**src/rtl/video_timing_pkg.sv**
```systemverilog
// Shared types and the built-in mode table for the video timing generator.
// Each table entry describes one raster: horizontal and vertical totals, sync, back porch, active size and sync polarity.
package video_timing_pkg;

    localparam int TIM_W      = 12;
    localparam int MODE_W     = 2;
    localparam int TABLE_SIZE = 4;

    typedef logic [MODE_W-1:0] mode_idx_t;

    // A polarity bit of 1 means the sync is active high.
    typedef struct packed {
        logic [TIM_W-1:0] h_total;
        logic [TIM_W-1:0] h_sync;
        logic [TIM_W-1:0] h_bporch;
        logic [TIM_W-1:0] h_res;
        logic [TIM_W-1:0] v_total;
        logic [TIM_W-1:0] v_sync;
        logic [TIM_W-1:0] v_bporch;
        logic [TIM_W-1:0] v_res;
        logic             hs_pol;
        logic             vs_pol;
    } timing_t;

    localparam timing_t MODE_TABLE [TABLE_SIZE] = '{
        '{12'd800,  12'd96,  12'd48,  12'd640,  12'd525, 12'd2, 12'd33, 12'd480, 1'b0, 1'b0},
        '{12'd1056, 12'd128, 12'd88,  12'd800,  12'd628, 12'd4, 12'd23, 12'd600, 1'b1, 1'b1},
        '{12'd1344, 12'd136, 12'd160, 12'd1024, 12'd806, 12'd6, 12'd29, 12'd768, 1'b0, 1'b0},
        '{12'd1650, 12'd40,  12'd220, 12'd1280, 12'd750, 12'd5, 12'd20, 12'd720, 1'b1, 1'b1}
    };

    function automatic mode_idx_t clamp_mode(input mode_idx_t req, input int num_modes,
                                             input int dflt);
        if (int'(req) >= num_modes) return mode_idx_t'(dflt);
        return req;
    endfunction

endpackage

```
**src/rtl/video_timing_gen_if.sv**
```systemverilog
// Bundle of the generator's raster outputs, shared by the core and its consumers.
interface video_timing_gen_if #(parameter int CNT_W = 12);
    import video_timing_pkg::*;

    // de qualifies x; there is no backpressure, the raster always advances one pixel per clock.
    mode_idx_t        mode;
    logic             hs;
    logic             vs;
    logic             de;
    logic [CNT_W-1:0] x;
    logic [CNT_W-1:0] y;
    logic             sof;
    logic             eol;

    modport master (output mode, hs, vs, de, x, y, sof, eol);
    modport slave  (input  mode, hs, vs, de, x, y, sof, eol);

endinterface

```
**src/rtl/video_timing_gen_core.sv**
```systemverilog
// Horizontal/vertical raster counters, sync/DE decode and registered outputs.
// The mode in effect only changes at a frame boundary or while the generator is disabled.
module video_timing_gen_core
    import video_timing_pkg::*;
#(
    parameter int CNT_W        = 12,
    parameter int NUM_MODES    = 4,
    parameter int DEFAULT_MODE = 3
) (
    input  logic      clk_i,
    input  logic      rst_ni,
    input  logic      en_i,
    input  mode_idx_t mode_req_i,
    input  timing_t   tim_i,
    video_timing_gen_if.master vid
);

    localparam mode_idx_t        DFLT_MODE = mode_idx_t'(DEFAULT_MODE);
    localparam timing_t          DFLT_TIM  = MODE_TABLE[DEFAULT_MODE];
    localparam logic [CNT_W-1:0] CNT_ONE   = CNT_W'(1);

    logic [CNT_W-1:0] h_cnt_q, h_cnt_d, v_cnt_q, v_cnt_d;
    mode_idx_t        mode_pend_q, mode_act_q, mode_act_d;

    logic [CNT_W-1:0] h_total, h_sync, h_start, h_end, h_res;
    logic [CNT_W-1:0] v_total, v_sync, v_start, v_end;
    logic [CNT_W-1:0] x_raw, y_raw;
    logic             hs_raw, vs_raw, h_act, v_act, de_raw;

    logic             hs_q, hs_d, vs_q, vs_d, de_q, de_d, sof_q, sof_d, eol_q, eol_d;
    logic [CNT_W-1:0] x_q, x_d, y_q, y_d;

    always_comb begin
        h_total = CNT_W'(tim_i.h_total);
        h_sync  = CNT_W'(tim_i.h_sync);
        h_res   = CNT_W'(tim_i.h_res);
        h_start = h_sync + CNT_W'(tim_i.h_bporch);
        h_end   = h_start + h_res;
        v_total = CNT_W'(tim_i.v_total);
        v_sync  = CNT_W'(tim_i.v_sync);
        v_start = v_sync + CNT_W'(tim_i.v_bporch);
        v_end   = v_start + CNT_W'(tim_i.v_res);

        hs_raw = h_cnt_q < h_sync;
        vs_raw = v_cnt_q < v_sync;
        h_act  = (h_cnt_q >= h_start) && (h_cnt_q < h_end);
        v_act  = (v_cnt_q >= v_start) && (v_cnt_q < v_end);
        de_raw = en_i && h_act && v_act;
        x_raw  = h_cnt_q - h_start;
        y_raw  = v_cnt_q - v_start;

        // Disabling parks the raster at the origin and lets a pending mode in at once.
        mode_act_d = mode_act_q;
        h_cnt_d    = h_cnt_q + CNT_ONE;
        v_cnt_d    = v_cnt_q;
        if (!en_i) begin
            h_cnt_d    = '0;
            v_cnt_d    = '0;
            mode_act_d = mode_pend_q;
        end else if (h_cnt_q == h_total - CNT_ONE) begin
            h_cnt_d = '0;
            if (v_cnt_q == v_total - CNT_ONE) begin
                v_cnt_d    = '0;
                mode_act_d = mode_pend_q;
            end else begin
                v_cnt_d = v_cnt_q + CNT_ONE;
            end
        end

        hs_d  = en_i ? (hs_raw ~^ tim_i.hs_pol) : ~tim_i.hs_pol;
        vs_d  = en_i ? (vs_raw ~^ tim_i.vs_pol) : ~tim_i.vs_pol;
        de_d  = de_raw;
        x_d   = de_raw ? x_raw : '0;
        y_d   = (en_i && v_act) ? y_raw : '0;
        sof_d = de_raw && (x_raw == '0) && (y_raw == '0);
        eol_d = de_raw && (x_raw == h_res - CNT_ONE);
    end

    always_ff @(posedge clk_i or negedge rst_ni) begin
        if (!rst_ni) begin
            h_cnt_q     <= '0;
            v_cnt_q     <= '0;
            mode_pend_q <= DFLT_MODE;
            mode_act_q  <= DFLT_MODE;
            hs_q        <= ~DFLT_TIM.hs_pol;
            vs_q        <= ~DFLT_TIM.vs_pol;
            de_q        <= 1'b0;
            x_q         <= '0;
            y_q         <= '0;
            sof_q       <= 1'b0;
            eol_q       <= 1'b0;
        end else begin
            h_cnt_q     <= h_cnt_d;
            v_cnt_q     <= v_cnt_d;
            mode_pend_q <= clamp_mode(mode_req_i, NUM_MODES, DEFAULT_MODE);
            mode_act_q  <= mode_act_d;
            hs_q        <= hs_d;
            vs_q        <= vs_d;
            de_q        <= de_d;
            x_q         <= x_d;
            y_q         <= y_d;
            sof_q       <= sof_d;
            eol_q       <= eol_d;
        end
    end

    assign vid.mode = mode_act_q;
    assign vid.hs   = hs_q;
    assign vid.vs   = vs_q;
    assign vid.de   = de_q;
    assign vid.x    = x_q;
    assign vid.y    = y_q;
    assign vid.sof  = sof_q;
    assign vid.eol  = eol_q;

endmodule

```
**src/rtl/video_timing_rom.sv**
```systemverilog
// Combinational lookup from mode index to timing record.
// Kept separate so the table can be swapped without touching the counter logic.
module video_timing_rom
    import video_timing_pkg::*;
(
    input  mode_idx_t mode_i,
    output timing_t   tim_o
);

    always_comb tim_o = MODE_TABLE[mode_i];

endmodule

```
**src/rtl/video_timing_gen.sv**
```systemverilog
// Top of the table-driven video timing generator: mode ROM plus raster core,
// flattened onto the pixel-clock port list used by the DVI TX and frame-buffer paths.
module video_timing_gen
    import video_timing_pkg::*;
#(
    parameter int CNT_W        = 12,
    parameter int NUM_MODES    = 4,
    parameter int DEFAULT_MODE = 3
) (
    input  logic             I_pxl_clk,
    input  logic             I_rst_n,
    input  logic             I_en,
    input  mode_idx_t        I_mode,
    output mode_idx_t        O_mode,
    output logic             O_hs,
    output logic             O_vs,
    output logic             O_de,
    output logic [CNT_W-1:0] O_x,
    output logic [CNT_W-1:0] O_y,
    output logic             O_sof,
    output logic             O_eol
);

    video_timing_gen_if #(.CNT_W(CNT_W)) vid ();
    timing_t tim;

    // The ROM is addressed by the mode in effect, never by the raw request.
    video_timing_rom u_rom (
        .mode_i (vid.mode),
        .tim_o  (tim)
    );

    video_timing_gen_core #(
        .CNT_W        (CNT_W),
        .NUM_MODES    (NUM_MODES),
        .DEFAULT_MODE (DEFAULT_MODE)
    ) u_core (
        .clk_i      (I_pxl_clk),
        .rst_ni     (I_rst_n),
        .en_i       (I_en),
        .mode_req_i (I_mode),
        .tim_i      (tim),
        .vid        (vid)
    );

    assign O_mode = vid.mode;
    assign O_hs   = vid.hs;
    assign O_vs   = vid.vs;
    assign O_de   = vid.de;
    assign O_x    = vid.x;
    assign O_y    = vid.y;
    assign O_sof  = vid.sof;
    assign O_eol  = vid.eol;

endmodule
```
**config.mk**
```make
export PLATFORM = sky130hd
export DESIGN_NAME = video_timing_gen
export DESIGN_NICKNAME = d
export VERILOG_FILES = /design/src/rtl/video_timing_pkg.sv /design/src/rtl/video_timing_gen_if.sv /design/src/rtl/video_timing_gen_core.sv /design/src/rtl/video_timing_rom.sv /design/src/rtl/video_timing_gen.sv
export SDC_FILE = /design/constraint.sdc
export NUM_CORES = 1
export LEC_CHECK = 0
export CORE_AREA = 2 2 112 71
export DETAILED_ROUTE_END_ITERATION = 10
export DIE_AREA = 0 0 114 73
export PLACE_DENSITY = 0.75
export SLEW_MARGIN = 20
export SYNTH_ARGS = -nofsm -noshare
export SYNTH_HDL_FRONTEND = slang
export SYNTH_SLANG_ARGS = --single-unit
export TNS_END_PERCENT = 100
```
**constraint.sdc**
```tcl
create_clock -name I_pxl_clk -period 6.7 [get_ports I_pxl_clk]
set_input_delay 0.67 -clock I_pxl_clk [delete_from_list [all_inputs] [get_ports I_pxl_clk]]
set_output_delay 0.67 -clock I_pxl_clk [all_outputs]
set_load 0.01 [all_outputs]
```
==> metrics.md, run 1 <==
| Metric | Value |
|---|---|
| Setup crit start kind | register |
| Design area | 0.004612 mm2 |
| Crit share post-route | 65.50% |
| Worst min path class | in -> async |
| I/O pin count | 36 |
| Post-synth top area share | 34.08% |
| Die ar. | 0.008322 mm2 |
| P&R area growth vs syn | 18.52% |
| Fin nets | 512 |
| Critical Path End Type | register |
| Least-Margin Pin Slew | 684.4 ps |
| Top-count cell post-synth | nor2_1 |
| Drt drc | 0 |
| Clk sinks | 57 |
| Synthesized Nets | between 400 and 500 |
| Core Region | 0.007445 mm2 |
| Antenna violations before repair | 0 |
| Setup TNS | 0 ps |
| Number of warnings issued by yosys | 0 |
| Via density | roughly 5.6 |
| Gr usage total | between 20 and 30% |
| Worst skew pair latency | 330 ps |
| Die W | 114 um |
| Register area | 0.001431 mm2 |
| RSZ-0062 raised after global routing | no |
| Initial cell density of the core | between 50% and 60% |
| Row count | 25 |
| CP max FO | 15 |
| Pwr Total | between 0.0009 and 0.001 W |
| # Post-CTS Setup Buffers | 0 |
| Ys async rst share | 100.0% |
| Port Buffers | 35 |
| Netlist cell types | 46 |
| Depth of the CTS H-tree | 3 |
| TritonCTS clock tree | yes |
| Number of synthesized flops with an enable pin | 0 |
| R2R depth | 13 |
| Pwr per Cell Area | a little over 200 mW/mm2 |
| Post-route minimum period | 4388 ps |
| Number of cells produced by synthesis | 426 |
| Outcome | finished clean |
| First DRT Iteration DRCs | 234 |
| Largest net degree at the start of global routing | a little under 60 |
| Slew Limit Fails | 0 |
| Final ANT Viol Nets | 0 |
| Clk slew on worst S/H paths | approximately 50 ps |
| Synth Flop Type | dfrtp_1 |
| Fillers | about 670 |
| CTS resizes | 0 |
| Placed cells | 543 |
| TritonRoute pass-1 iters | 4 |
| Yosys reg bits | 57 |
| Worst Skew | 6.790 ps |
| Drt total wl | 9.580 mm |
| Synth cell count leaders | 58 x nor2_1, 53 x dfrtp_1, 45 x ha_1, 26 x inv_1, 24 x xnor2_1 |
| Aggregate global routing overflow | 0 |
| Layout cells sized above 1 | 5.591% |
| Final HPWL DP | 7.195 mm |
| Avg Cell Area, Syn | 9.134 um2 |
| Multi-input gate area | roughly 0.0023 mm2 |
| First-pass GRT wire length | 15.77 mm |
| WL/cell | 17.14 um |
| TritonCTS Buffers | 9 |
| Final hold slack | 481.5 ps |
| Sequential share of the synthesized area | 36.78% |
| Post-CTS Hold Fix Bufs | 0 |
| Clk buf depth | 2 |
| Leak | between 2 and 2.5 nW |
| Final GP Congestion | slightly above 0.9 |
| Setup Viol. Count Final | 0 |
| Final hold violations | 0 |
| Peak supply drop | 0.1732 mV |
| Clock root cell | clkbuf_16 |
| Post-DP Area | 0.004318 mm2 |
| Die H | 73 um |
| Slew HR | between 50% and 60% |
| Ranking of synthesized cells by area | dfrtp_1 34%, ha_1 14%, nor2_1 5.6% |
| Critical Path RT | 6910 ps |
| Crit Path Category | reg -> reg |
| Post-Syn Area | 0.003891 mm2 |
| Peak Freq | 227.9 MHz |
| Max-capacitance violation count | 0 |
| Final cell count without fillers | 559 |
| Vias post-DR | 3149 |
| # diodes | 0 |
| Vias in the first global route | approximately 3.0k |
| Critical Path AT | 4600 ps |
| Yosys top cell by area | dfrtp_1 |
## placed cells by master (no fill, tap or decap), drive strengths merged, types with 2 or more instances in the layout
master         instances
a2111o                 2
a211oi                 4
a21boi                 8
a21o                   7
a21oi                 12
a2bb2oi                2
a31oi                  3
and3                  16
buf                    4
clkbuf                14
clkdlybuf4s50         34
clkinv                 2
dfrtp                 53
dfstp                  4
fa                     2
ha                    45
inv                   26
mux2i                  2
nand2                 23
nand2b                 4
nand3                 16
nand3b                 5
nand4                  9
nand4b                 2
nor2                  59
nor2b                  5
nor3                   5
nor3b                  4
nor4                   6
o2111ai                2
o21ai                 23
or2                    2
xnor2                 24
xor2                  23
## where the power goes
group	switching [W]	internal [W]	leakage (nW)
sequential	0.00000624	0.000352	0.775
clock	0.000147	0.000288	0.149
combinational	0.0000936	0.0000617	1.32
total	0.000247	0.000703	2.24
## registers in the layout, summed over array words and instances (netlist names)
signal              flops
u_core.vid.y           12
u_core.vid.hs           1
u_core.vid.sof          1
u_core.vid.x           12
u_core.v_cnt_q         12
u_core.mode_pend_q      2
u_core.h_cnt_q         12
u_core.vid.vs           1
u_core.vid.mode         2
u_core.vid.eol          1
u_core.vid.de           1
## through the flow
stage | util, % | worst slack (ps)
floorplan | - | 3129
global placement | 58.00 | 2554
detailed placement | 58.00 | 2408
CTS | 61.95 | 2350
global route | 61.95 | 2050
finish | 61.95 | 2312
## metal layers
layer | GRT usage, % | share of wire, %
met5 | 0 | 0
met4 | 7.588 | 0.73
met3 | 7.060 | 8.3
met2 | 33.60 | 40
met1 | 38.71 | 51
## critical path, cell delays in order (launching register included)
cell and delay [ps]:
dfstp_2 640, inv_1 200, ha_1 320, inv_1 120
ha_1 250, a2bb2oi_1 180, ha_1 300, and2b_1 210
o2111a_1 230, a211oi_1 440, a311o_1 570, a2111o_1 490
nor4_1 120, and4_1 200
## final cells by class
class                      count  share of cell area (%)
multi-input combinational    328                   49.95
sequential                    57                   31.04
timing repair buffer          38                   7.976
clock buffer                  14                   6.158
tap                           94                   2.550
inverter                      26                   2.116
clock inverter                 2                  0.2170
## cells by family after synthesis
group           count (synthesis)  share of synthesized area [%]
compound gates                 71                          11.93
mux                             2                         0.5145
simple gates                  161                          20.68
buf+inv                        41                          4.019
fa+ha+maj                      47                          15.50
flops                          57                          36.78
xor+xnor                       47                          10.58
## path summary, 6_finish.rpt
| kind | start | slack [ps] | endpoint |
|---|---|---|---|
| max in group asynchronous | I_rst_n | 5770 | u_core.v_cnt_q[2] |
| worst max register to register | u_core.vid.mode[1] | 2310 | u_core.vid.sof |
| worst min register to register | u_core.mode_pend_q[0] | 490 | u_core.vid.mode[0] |
| worst min-delay path | I_rst_n | 480 | u_core.vid.y[7] |
| worst max-delay path | u_core.vid.mode[1] | 2310 | u_core.vid.sof |
| min in group I_pxl_clk | u_core.mode_pend_q[0] | 490 | u_core.vid.mode[0] |
Power figures use the tool's default switching activity.
==> run 2, diff against run 1 <==
==> constraint.sdc (replaced) <==
create_clock -name I_pxl_clk -period 4.4 [get_ports I_pxl_clk]
set_input_delay 0.44 -clock I_pxl_clk [delete_from_list [all_inputs] [get_ports I_pxl_clk]]
set_output_delay 0.44 -clock I_pxl_clk [all_outputs]
set_load 0.01 [all_outputs]
==> metrics.md, run 2 (synthesis results as in run 1) <==
| Metric | Value |
|---|---|
| Outcome | finished clean |
| Crit share post-route | 90.16% (+25 points) |
| Die W | 114 um (unchanged) |
| Flop2flop setup slack | 430 ps (-1880 ps) |
| Clock share of power | 44.5% (-1.4 points) |
| Die ar. | 0.008322 mm2 (unchanged) |
| Core Region | 0.007445 mm2 (unchanged) |
| Final ANT Viol Nets | 0 (unchanged) |
| TritonCTS clock tree | yes |
| Clk buf depth | 2 (unchanged) |
| Aggregate global routing overflow | 0 (unchanged) |
| Antenna violations before repair | 0 (unchanged) |
| CP max FO | 11 (-4) |
| Critical Path RT | 4600 ps (-2310 ps) |
| Worst Skew | 6.638 ps (-0.1513 ps) |
| # Post-CTS Setup Buffers | 0 (unchanged) |
| Final GP Congestion | 0.9005 (-2.2%) |
| Switching share of power | 26.57% (+0.54 points) |
| Cell family with most CP delay | compound AO/OA/AOI/OAI gates |
| Fin nets | 514 (+0.39%) |
| Pwr per Cell Area | 307.3 mW/mm2 (+49%) |
| Largest stage delay, worst path | 650 ps (about the same) |
| TritonCTS Buffers | 9 (unchanged) |
| Final worst slack | 433.1 ps (-1878 ps) |
| R2R depth | 13 (unchanged) |
| Reg-to-Reg End | u_core.vid.x[5] |
| First-pass GRT wire length | 15.95 mm (+1.1%) |
| Peak supply drop | 0.2055 mV (+19%) |
| Initial cell density of the core | 52.27% (unchanged) |
| Largest net degree at the start of global routing | 58 (unchanged) |
| CTS resizes | 0 (unchanged) |
| P&R area growth vs syn | 18.23% |
| Post-route minimum period | 3967 ps (-421.5 ps) |
| Worst skew pair latency | 330 ps (about the same) |
| Clock root cell | clkbuf_16 |
| Placement Setup Slack | 488.1 ps (-1920 ps) |
| Most numerous cell on the critical path | ha_1 |
| Critical Path AT | 4170 ps (-430 ps) |
| Drt drc | 0 (unchanged) |
| Peak Freq | 252.1 MHz (+11%) |
| Drt total wl | 9.551 mm (-0.30%) |
| RR Startpoint | u_core.vid.mode[1] |
| Setup Viol. Count Final | 0 (unchanged) |
| Critical-path cell list | inv_1, ha_1, inv_1, ha_1, a2bb2oi_1, ha_1, and2b_1, o2111a_1, a211oi_1, a311o_1, a2111o_1, buf_4, nor2_1 |
| Logic pwr share | 16.8% (+0.5 points) |
| Gr usage total | 25.47% (+0.37 points) |
| Setup TNS | 0 ps (unchanged) |
| WL/cell | 17.06 um (-0.48%) |
| Port Buffers | 35 (unchanged) |
| Layout cells sized above 1 | 5.150% (-0.44 points) |
| Slew Limit Fails | 0 (unchanged) |
| Switch Pwr | 0.0003756 W (+52%) |
| Least-Margin Pin Slew | 701.2 ps (+16.79 ps) |
| Vias post-DR | 3227 (+2.5%) |
| Design area | 0.004601 mm2 (-0.24%) |
| # diodes | 0 (unchanged) |
| Post-CTS Hold Fix Bufs | 0 (unchanged) |
| Critical path depth | 13 (unchanged) |
| TritonRoute pass-1 iters | 5 (+1) |
| Depth of the CTS H-tree | 3 (unchanged) |
| Max-capacitance violation count | 0 (unchanged) |
| Setup crit start kind | register |
| I/O pin count | 36 (unchanged) |
| Vias in the first global route | 3089 (+1.4%) |
| Most frequent cells in the layout | 58 x nor2_1, 53 x dfrtp_1, 45 x ha_1 |
| Clk sinks | 57 (unchanged) |
| Via density | 5.763 (+2.3%) |
| Slowest-stage cell, CP | dfstp_2 |
| Crit Path Category | reg -> reg |
| RSZ-0062 raised after global routing | no |
| Pwr Total | 0.001414 W (+49%) |
| Sequential power share | 38.7% (+0.9 points) |
| Commonest non-fill, non-tap cell in the layout | nor2_1 |
| Row count | 25 (unchanged) |
| Slew HR | 53.25% (-0.70 points) |
| Power Internal | 0.001038 W (+48%) |
| Final HPWL DP | 7.215 mm (+0.28%) |
| Buf/Inv on CP | 3 (+1) |
| Critical Path End Type | register |
| Worst min path class | in -> async |
| Leak | 2.235 nW (-0.46%) |
| Die H | 73 um (unchanged) |
| First DRT Iteration DRCs | 213 (-9.0%) |
| Final hold violations | 0 (unchanged) |
| Clk slew on worst S/H paths | 50 ps (about the same) |
| Post-DP Area | 0.004333 mm2 (+0.35%) |
==> run 2: cell count changes in the layout (fill, tap and decap cells not counted), sizes merged <==
cell / before / now
buf: 4 / 6
clkinv: 2 / 0
clkbuf: 14 / 15
==> run 2: how the worst max path moves through the flow <==
stage,from,to,slack (ps)
6_report,u_core.vid.mode[1],u_core.vid.x[5],430
5_1_grt,u_core.vid.mode[1],u_core.vid.x[5],170
4_1_cts,u_core.vid.mode[1],u_core.vid.sof,470
3_5_place_dp,u_core.vid.mode[1],u_core.vid.eol,490
3_3_place_gp,u_core.vid.mode[1],u_core.vid.eol,620
2_1_floorplan,u_core.vid.mode[1],u_core.vid.sof,830
==> run 2: layout make-up <==
cell class,count,area (um2)
fillers,648,2844
multi-input cells,328,2303
flip-flops and latches,57,1431
repair buffers,40,382.9
clock buffers,15,267.8
well taps,94,117.6
inverters,26,97.59
==> run 2: power groups by stage <==
stage	logic, W	registers (W)	clock network (W)
finish	0.000238	0.000547	0.000629
global route	0.000265	0.000547	0.000665
CTS	0.000236	0.000546	0.000646
detailed placement	0.000233	0.000554	0
global placement	0.000233	0.000554	0
floorplan	0.000154	0.000556	0
==> run 2: stage by stage <==
stage | utilization [%] | std cells | hold slack (ps)
after floorplan | - | 426 | 144.4
after global placement | 58.20 | 545 | 487.2
after detailed placement | 58.20 | 545 | 507.8
after CTS | 61.80 | 560 | 277.6
after global routing | 61.80 | 560 | 334.4
final | 61.80 | 560 | 245.7
==> run 2: routing by layer <==
metal	vias up	share of wire (%)	GRT usage [%]
li1	1554	-	-
met5	-	0	0
met2	118	40	36.24
met4	0	1.7	7.859
met1	1538	51	37.14
met3	17	7.3	7.807
